## src/rtl/alu_issue_dec.sv

```systemverilog
`default_nettype none
// ============================================================================
// Module  : alu_issue_dec
// Brief   : Registered ALU decode/issue stage (ID->EX) with HI/LO mult/div
//           interlock, compiled in when HILO_INTERLOCK_EN is defined.
// Revision: 1.0 - initial release
// ============================================================================
module alu_issue_dec #(
    parameter int CTRL_W  = 5,
    parameter int MUL_LAT = 2
) (
    input  logic              clk,
    input  logic              rst,
    input  logic              id_valid,
    input  logic [5:0]        op,
    input  logic [5:0]        funct,
    input  logic              stall_i,
    input  logic              flush_i,
    input  logic              div_done,
    output logic              id_ready,
    output logic              ex_valid,
    output logic [CTRL_W-1:0] ex_alucontrol,
    output logic              ex_ri,
    output logic              ex_md_start,
    output logic              ex_md_div,
    output logic              ex_md_signed,
    output logic              hilo_busy
);

    localparam logic [4:0] ALU_DONOTHING = 5'd0;
    localparam logic [4:0] ALU_AND       = 5'd1;
    localparam logic [4:0] ALU_OR        = 5'd2;
    localparam logic [4:0] ALU_XOR       = 5'd3;
    localparam logic [4:0] ALU_NOR       = 5'd4;
    localparam logic [4:0] ALU_SLL       = 5'd5;
    localparam logic [4:0] ALU_SRL       = 5'd6;
    localparam logic [4:0] ALU_SRA       = 5'd7;
    localparam logic [4:0] ALU_SLLV      = 5'd8;
    localparam logic [4:0] ALU_SRLV      = 5'd9;
    localparam logic [4:0] ALU_SRAV      = 5'd10;
    localparam logic [4:0] ALU_ADD       = 5'd11;
    localparam logic [4:0] ALU_ADDU      = 5'd12;
    localparam logic [4:0] ALU_SUB       = 5'd13;
    localparam logic [4:0] ALU_SUBU      = 5'd14;
    localparam logic [4:0] ALU_SLT       = 5'd15;
    localparam logic [4:0] ALU_SLTU      = 5'd16;
    localparam logic [4:0] ALU_MFHI      = 5'd17;
    localparam logic [4:0] ALU_MTHI      = 5'd18;
    localparam logic [4:0] ALU_MFLO      = 5'd19;
    localparam logic [4:0] ALU_MTLO      = 5'd20;
    localparam logic [4:0] ALU_MULT      = 5'd21;
    localparam logic [4:0] ALU_MULTU     = 5'd22;
    localparam logic [4:0] ALU_DIV       = 5'd23;
    localparam logic [4:0] ALU_DIVU      = 5'd24;
    localparam logic [4:0] ALU_LUI       = 5'd25;

    logic [4:0] w_code;
    logic       w_ri;
    logic       w_hilo;
    logic       w_md;
    logic       w_div;
    logic       w_sgn;
    logic       w_capture;

    always_comb begin
        w_code = ALU_DONOTHING;
        w_ri   = 1'b0;
        w_hilo = 1'b0;
        w_md   = 1'b0;
        w_div  = 1'b0;
        w_sgn  = 1'b0;
        if (op == 6'h00) begin
            case (funct)
                6'h24: w_code = ALU_AND;
                6'h25: w_code = ALU_OR;
                6'h26: w_code = ALU_XOR;
                6'h27: w_code = ALU_NOR;
                6'h00: w_code = ALU_SLL;
                6'h02: w_code = ALU_SRL;
                6'h03: w_code = ALU_SRA;
                6'h04: w_code = ALU_SLLV;
                6'h06: w_code = ALU_SRLV;
                6'h07: w_code = ALU_SRAV;
                6'h20: w_code = ALU_ADD;
                6'h21: w_code = ALU_ADDU;
                6'h22: w_code = ALU_SUB;
                6'h23: w_code = ALU_SUBU;
                6'h2a: w_code = ALU_SLT;
                6'h2b: w_code = ALU_SLTU;
                6'h10: begin w_code = ALU_MFHI; w_hilo = 1'b1; end
                6'h11: begin w_code = ALU_MTHI; w_hilo = 1'b1; end
                6'h12: begin w_code = ALU_MFLO; w_hilo = 1'b1; end
                6'h13: begin w_code = ALU_MTLO; w_hilo = 1'b1; end
                6'h18: begin
                    w_code = ALU_MULT;  w_hilo = 1'b1; w_md = 1'b1; w_sgn = 1'b1;
                end
                6'h19: begin
                    w_code = ALU_MULTU; w_hilo = 1'b1; w_md = 1'b1;
                end
                6'h1a: begin
                    w_code = ALU_DIV;   w_hilo = 1'b1; w_md = 1'b1; w_div = 1'b1; w_sgn = 1'b1;
                end
                6'h1b: begin
                    w_code = ALU_DIVU;  w_hilo = 1'b1; w_md = 1'b1; w_div = 1'b1;
                end
                default: w_ri = 1'b1;
            endcase
        end else begin
            // Loads, stores and branches fall through as DONOTHING without RI.
            case (op)
                6'h08:   w_code = ALU_ADD;
                6'h09:   w_code = ALU_ADDU;
                6'h0a:   w_code = ALU_SLT;
                6'h0b:   w_code = ALU_SLTU;
                6'h0c:   w_code = ALU_AND;
                6'h0d:   w_code = ALU_OR;
                6'h0e:   w_code = ALU_XOR;
                6'h0f:   w_code = ALU_LUI;
                default: w_code = ALU_DONOTHING;
            endcase
        end
    end

    assign w_capture = id_valid && id_ready && !flush_i;

`ifdef HILO_INTERLOCK_EN
    typedef enum logic [1:0] {
        ST_IDLE     = 2'd0,
        ST_MUL_BUSY = 2'd1,
        ST_DIV_WAIT = 2'd2
    } state_t;

    localparam logic [3:0] C_MUL_INIT = 4'(MUL_LAT - 1);

    state_t     r_state;
    state_t     w_state_nxt;
    logic [3:0] r_cnt;
    logic [3:0] w_cnt_nxt;

    always_ff @(posedge clk) begin
        if (rst) begin
            r_state <= ST_IDLE;
            r_cnt   <= 4'd0;
        end else begin
            r_state <= w_state_nxt;
            r_cnt   <= w_cnt_nxt;
        end
    end

    // HI/LO-class captures only happen in IDLE because id_ready blocks them otherwise.
    always_comb begin
        w_state_nxt = r_state;
        w_cnt_nxt   = r_cnt;
        case (r_state)
            ST_IDLE: begin
                if (w_capture && w_md) begin
                    if (w_div) begin
                        w_state_nxt = ST_DIV_WAIT;
                    end else begin
                        w_state_nxt = ST_MUL_BUSY;
                        w_cnt_nxt   = C_MUL_INIT;
                    end
                end
            end
            ST_MUL_BUSY: begin
                if (r_cnt == 4'd0) begin
                    w_state_nxt = ST_IDLE;
                end else begin
                    w_cnt_nxt = r_cnt - 4'd1;
                end
            end
            ST_DIV_WAIT: begin
                if (div_done) begin
                    w_state_nxt = ST_IDLE;
                end
            end
            default: begin
                w_state_nxt = ST_IDLE;
                w_cnt_nxt   = 4'd0;
            end
        endcase
    end

    assign hilo_busy = (r_state != ST_IDLE);
    assign id_ready  = !stall_i && !(hilo_busy && w_hilo);
`else
    localparam int C_UNUSED_MUL_LAT = MUL_LAT;
    logic w_unused_div_done;

    assign w_unused_div_done = div_done;
    assign hilo_busy         = 1'b0;
    assign id_ready          = !stall_i;
`endif

    always_ff @(posedge clk) begin
        if (rst) begin
            ex_valid      <= 1'b0;
            ex_alucontrol <= CTRL_W'(ALU_DONOTHING);
            ex_ri         <= 1'b0;
            ex_md_start   <= 1'b0;
            ex_md_div     <= 1'b0;
            ex_md_signed  <= 1'b0;
        end else if (flush_i) begin
            ex_valid    <= 1'b0;
            ex_md_start <= 1'b0;
        end else if (stall_i) begin
            ex_md_start <= 1'b0;
        end else if (w_capture) begin
            ex_valid      <= 1'b1;
            ex_alucontrol <= CTRL_W'(w_code);
            ex_ri         <= w_ri;
            ex_md_start   <= w_md;
            ex_md_div     <= w_div;
            ex_md_signed  <= w_sgn;
        end else begin
            ex_valid    <= 1'b0;
            ex_md_start <= 1'b0;
        end
    end

endmodule
`default_nettype wire
```

## config.mk

```make
export PLATFORM = sky130hd
export DESIGN_NAME = alu_issue_dec
export DESIGN_NICKNAME = d
export VERILOG_FILES = /design/src/rtl/alu_issue_dec.sv
export SDC_FILE = /design/constraint.sdc
export NUM_CORES = 1
export LEC_CHECK = 0
export CORE_MARGIN = 2
export CORE_UTILIZATION = 35
export DETAILED_ROUTE_END_ITERATION = 8
export PLACE_DENSITY = 0.67
export SETUP_SLACK_MARGIN = 0.4
export SLEW_MARGIN = 30
export SYNTH_ARGS = -nofsm -noshare
export SYNTH_HDL_FRONTEND = slang
export SYNTH_SLANG_ARGS = --single-unit
```

## constraint.sdc

```tcl
create_clock -name clk -period 1.5 [get_ports clk]
set_input_delay 0.3 -clock clk [delete_from_list [all_inputs] [get_ports clk]]
set_output_delay 0.3 -clock clk [all_outputs]
set_load 0.01 [all_outputs]
```

Yosys cells after proc, flatten, opt, wreduce, memory -nomap -nowiden
Memories as Yosys holds them, arrays and structs flattened.
Index checks and enable logic that the tools add are counted.
- output and inout port bits: 12
- memory bits (read-only): 80
- word-level logic and storage cells: 59
- bits of input ports: 18
- memories: 1
- register bits after elaboration: 10
- bitwise operators: 4
- reduce and logical (&&, ||, !) cells: 14
- equality and inequality tests: 23
- mux-type cells: 11
- memory list (name ; words ; bits a word ; read ports ; clocked after Yosys merged registers in ; write ports ; line ; text):
    (name not given) ; 16 ; 5 ; 1 ; 0 ; 0 ; 110 ; case (op)
- operators with widths (kind ; count):
    one-hot mux 5 bit (24 select lines) ; 1
    == test 6 bit, second input constant ; 10
    == test 6 x 5 -> 1 bit, second input constant ; 8
    OR reduction 24 bit ; 1
    == test 6 x 3 -> 1 bit, second input constant ; 3
    == test 6 x 2 -> 1 bit, second input constant ; 2
    zero test 6 bit ; 2
    two-way mux 5 bit ; 2
    two-way mux 1 bit ; 8
    OR reduction 2 bit ; 3
    OR reduction 5 bit ; 1
    NOT 1 bit ; 4
    OR reduction 4 bit ; 1
    AND reduction 3 bit ; 1
    logical AND 1 bit ; 2
    zero test 1 bit ; 2
    zero test 2 bit ; 1

Longest topological paths before layout
- word-level depth: 5
- gate-level depth with buffers: 6
- mapped depth without buffers: 6

Worst setup path before layout
Ideal clock, no wire load.
- kind: input to register
- from: in funct[3]
- to: reg ex_alucontrol[1]
- setup slack: 0.064 ns
- library setup time: 0.131 ns
- arrival: 1.305 ns
- path buffers: 1
- data required time: 1.369 ns
- stages: 6
- cell sequence: buf_2 -> and2b_1 -> a21oi_1 -> o21ai_1 -> a2111oi_0 -> nor3_1
- word-level cells in the longest chain between the ends: 3
- elaborated cells on any way between the ends: 26
- those cells by class: eq/ne: 23; mux: 2; reduce/logical: 1
- ends and longest elaborated chain (what ; line ; text):
    start: declaration ; 16 ; input logic [5:0] funct,
    == test 6 x 5 -> 1 bit (tied with other cells) ; 73 ; case (funct)
    one-hot mux 5 bit (24 select lines) * ; 73 ;
    two-way mux 5 bit * ; 72 ; if (op == 6'h00) begin
    end signal: assignment ; 198 ; ex_alucontrol <= CTRL_W'(ALU_DONOTHING);
    end signal: assignment ; 210 ; ex_alucontrol <= CTRL_W'(w_code);
    end: declaration ; 22 ; output logic [CTRL_W-1:0] ex_alucontrol,
Mark *: on every way between the ends. The rest lies on a longest branch, timed or not.
A chain may end at the register's enable or synchronous reset.

Final worst setup path
- from: in op[3]
- to: reg ex_alucontrol[3]
- word-level cells in the longest chain between the ends: 3
- elaborated cells on any way between the ends: 4
- those cells by class: mux: 2; reduce/logical: 1; memory: 1
- ends and longest elaborated chain (what ; line ; text):
    start: declaration ; 15 ; input logic [5:0] op,
    memory read (16 x 5 bit) ; -- ;
    two-way mux 5 bit ; 110 ;
    two-way mux 5 bit * ; 72 ;
Marked as above.

==> results.txt <==
* Minimum setup slack in the final design: 255 ps
- Of all nets on the critical path, the largest fanout is 5.
- Buf/Inv on CP: 2
- Timing would allow up to 0.803 GHz.
- In the final routed layout, each cell accounts on average for 14.3 um.
- Cell at the root of the clock tree: sky130_fd_sc_hd__clkbuf_4
- Number of global-route vias before repair: 1101
- A synthesized cell averages 7.59 sq um.
- Setup repair after global routing could not meet its margin everywhere.
* Slowest cell on crit path: sky130_fd_sc_hd__nor4_4
- After detailed routing, the number of vias per cell comes to 5.36.
- For this run, design rule violations remaining after detail routing come to 0.
- Die span in x: 54.6 um
- Prior to clock tree synthesis, the placed netlist has a worst setup slack of -564 ps.
* Antenna violations before repair: 0
- H-tree levels: 1
- Final core occ: 0.689
- Half-perimeter wire length of the detailed placement result: 2040 um
- CP Cell Sequence: buf_8 > nor4_4 > nand2_2 > buf_6 > a21oi_4 > o21ai_1 > a211oi_1
- The most critical setup path has its endpoint at ex_alucontrol[3].
- Library cell occupying the most area in the post-synthesis netlist: sky130_fd_sc_hd__dfxtp_1
- The repair_antennas step left the layout with diodes totalling 0.
* Total die area: 2980 sq um
- For this run, asynchronously set or reset flops after synthesis account for 0.
* Total vias in the final route: 1131
- Synthesis-to-finish area growth: 88.7%
* CTS Buf Count: 3
- Period utilization: 0.830
- RePlAce Congestion: 0.845
* Commonest cells post-synth: sky130_fd_sc_hd__nor2_1, sky130_fd_sc_hd__dfxtp_1, sky130_fd_sc_hd__a21oi_1, sky130_fd_sc_hd__o21ai_1, sky130_fd_sc_hd__inv_1
* Data arrival, critical path: 1410 ps
* Static leakage power: 0.707 nW
- On the final layout, the worst clock skew is 0 ps.
* Top cell type's share of synthesized area: 0.223
* Die boundary height: 54.6 um
- The initial utilization of the core area, before any placement, comes to 0.365.
* Cell area reported after detailed placement: 1420 sq um
- The worst setup path is captured at a register.
- CP Launch Point: op[3]
* Clock-pin slew reported for the worst setup and hold paths after clock tree synthesis: 60 ps
- Router iterations before antenna repair: 4
* Min-Delay Path Class: primary input to register
- 30 I/O pins were placed.
- Fin Setup TNS: 0 ps
- Syn Nets: 140
- TritonCTS built the clock tree.
- The share of the Yosys chip area taken by registers is 0.223.
* Dominant register cell in the synthesized netlist: sky130_fd_sc_hd__dfxtp_1
* YS warnings: 0
- Layout net count: 205
* Number of I/O port buffers: 27
- Pin count of the biggest net entering global routing: 12
- After layout, the minimum clock period comes to 1250 ps.
* PwrDens: 471 nW/um^2
* Starting DRC count in detailed routing: 11
* Number of nets still failing antenna checks after routing: 0
- In this run the number of cells on the critical path is 7.
* Number of cells on the worst reg-to-reg path: 2
- Gate count of the mapped netlist: 118
* Worst setup slack for register-to-register paths: 770 ps
- Family with the most delay on the worst path: compound AO/OA/AOI/OAI gates
* Post-Syn Area: 896 sq um
- Peak ir drop on the vdd network: 0.381 mV
* Wire length after detailed routing: 3010 um
- In this run the critical register-to-register path is launched from ex_alucontrol[1].
* Final-report setup violation count: 0
- Among all cell types in the netlist, the one instantiated most often is sky130_fd_sc_hd__nor2_1.
* Top cells by area, synth: sky130_fd_sc_hd__dfxtp_1, sky130_fd_sc_hd__ha_1, sky130_fd_sc_hd__nor2_1, sky130_fd_sc_hd__a21oi_1, sky130_fd_sc_hd__o21ai_1
- Number of enable flip-flop cells after synthesis: 0
- Total count of hold-check failures in the final report: 0
- Placeable Area: 2450 sq um
- The largest single stage delay on the critical path is 290 ps.
* Flip-flop and latch count after synthesis: 10
* Global-route congestion overflow total: 0
- Post-route cell area: 1690 sq um
- The worst setup path is launched from a primary input.
- Category of the critical setup timing path: primary input to register
- Of the cells placed in the final design, the portion with a size suffix greater than 1 is 0.619.
- Number of rows created at floorplan: 18
* Post-Route Hold Slack: 402 ps
- The flow ran to the end, and the final reports show no timing, DRC or antenna violations.
- The max-slew violation count is 0.
* Global-route wire length before repair: 4660 um
- In this run the critical register-to-register path is captured at ex_alucontrol[1].
- In this run the deepest clock path goes through 2 buffers.
- Count of distinct cell types in the synthesized netlist: 45
- Across the run, the number of max-cap violations was 0.
- Required time at the worst-slack endpoint: 1670 ps
- Across every metal layer, demand over resource in global routing totals 0.218.
* Post-CTS Hold Fix Bufs: 0
- Clock latency at the later pin of the worst-skew pair: 250 ps
- The tree built by TritonCTS fans out to 10 sinks.
[routing by layer]
metal  vias up  global-route usage  wire [um]
met5         -                   0          0
met4         0               0.113         51
met3         6              0.0301        139
met2        33               0.409       1640
met1       535               0.231       1180
li1        557                   -          -
[power by group]
| group | total (mW) | internal, mW | leakage [nW] | switching, mW |
|---|---|---|---|---|
| clock | 0.170 | 0.0919 | 0.0138 | 0.0782 |
| sequential | 0.276 | 0.273 | 0.0812 | 0.00317 |
| combinational | 0.351 | 0.181 | 0.612 | 0.170 |
| total | 0.797 | 0.546 | 0.707 | 0.251 |
[layout make-up]
| class | instances | area [sq um] |
|---|---|---|
| clock buffer | 3 | 22.5 |
| fill | 192 | 764 |
| inverter | 7 | 26.3 |
| multi-input combinational | 92 | 842 |
| sequential | 10 | 200 |
| tap | 30 | 37.5 |
| timing repair buffer | 69 | 562 |
[layout by cell type, fill, tap and decap left out, types with 2 or more instances in the layout]
cell type                       netlist  routed
sky130_fd_sc_hd__buf_4                3      36
sky130_fd_sc_hd__buf_2                3      14
sky130_fd_sc_hd__nor2_1              13      10
sky130_fd_sc_hd__dfxtp_1             10      10
sky130_fd_sc_hd__buf_6                1       7
sky130_fd_sc_hd__inv_2                0       6
sky130_fd_sc_hd__o21ai_2              1       6
sky130_fd_sc_hd__a21oi_1              8       4
sky130_fd_sc_hd__nand2_1              5       4
sky130_fd_sc_hd__a21oi_2              2       4
sky130_fd_sc_hd__nor3_1               6       4
sky130_fd_sc_hd__a211oi_2             1       3
sky130_fd_sc_hd__nand3_1              4       3
sky130_fd_sc_hd__o21ai_1              8       3
sky130_fd_sc_hd__ha_1                 4       3
sky130_fd_sc_hd__clkbuf_4             0       3
sky130_fd_sc_hd__buf_8                0       3
sky130_fd_sc_hd__dlygate4sd2_1        0       3
sky130_fd_sc_hd__nor4_4               0       2
sky130_fd_sc_hd__nor3_2               0       2
sky130_fd_sc_hd__a22oi_1              2       2
sky130_fd_sc_hd__a21oi_4              0       2
sky130_fd_sc_hd__nor2_4               0       2
sky130_fd_sc_hd__a2111oi_4            1       2
sky130_fd_sc_hd__o21bai_1             2       2
sky130_fd_sc_hd__a211oi_1             4       2
sky130_fd_sc_hd__buf_12               0       2
sky130_fd_sc_hd__clkbuf_2             0       2
[tightest hold or removal path: stages]
cell,delay [ps]
sky130_fd_sc_hd__buf_8,80
sky130_fd_sc_hd__a21oi_1,70
sky130_fd_sc_hd__a211oi_2,160
[how the worst min path moves through the flow]
stage | end | start | slack, ps | cells after the start
after floorplan | ex_md_start | flush_i | 380 | 1
after global placement | ex_ri | ex_ri | 440 | 2
after detailed placement | ex_ri | ex_ri | 450 | 2
after CTS | ex_alucontrol[2] | op[3] | 400 | 3
after global routing | ex_alucontrol[2] | op[3] | 440 | 3
final | ex_alucontrol[2] | op[3] | 400 | 3
[registers in the layout, indices dropped and copies added (netlist names)]
| name | count |
|---|---|
| ex_alucontrol | 5 |
| ex_ri | 1 |
| ex_valid | 1 |
| ex_md_start | 1 |
| ex_md_div | 1 |
| ex_md_signed | 1 |
[logic make-up (layout without fill, tap and decap cells)]
group           Yosys count  after routing  synth area share
simple gates             47             47             0.293
flops                    10             10             0.223
xor+xnor                  1              1           0.00978
compound gates           38             38             0.310
other cells               1              1           0.00419
fa+ha+maj                 4              4            0.0559
mux                       1              1            0.0112
buf+inv                  16             79            0.0922
[through the flow]
step,instances,power (mW)
2_1_floorplan,118,0.411
3_3_place_gp,200,0.548
3_5_place_dp,200,0.554
4_1_cts,210,0.777
5_1_grt,211,0.842
6_report,211,0.797
[repair_timing]
action | 4_1_cts | 5_1_grt
gates cloned | 0 | 0
gates resized for setup | 145 | 18
buffers inserted | 7 | 1
pin swaps | 31 | 4
setup endpoints to repair | 20 | 14
endpoints found under the hold margin | 0 | 0
Power figures use the tool's default switching activity.
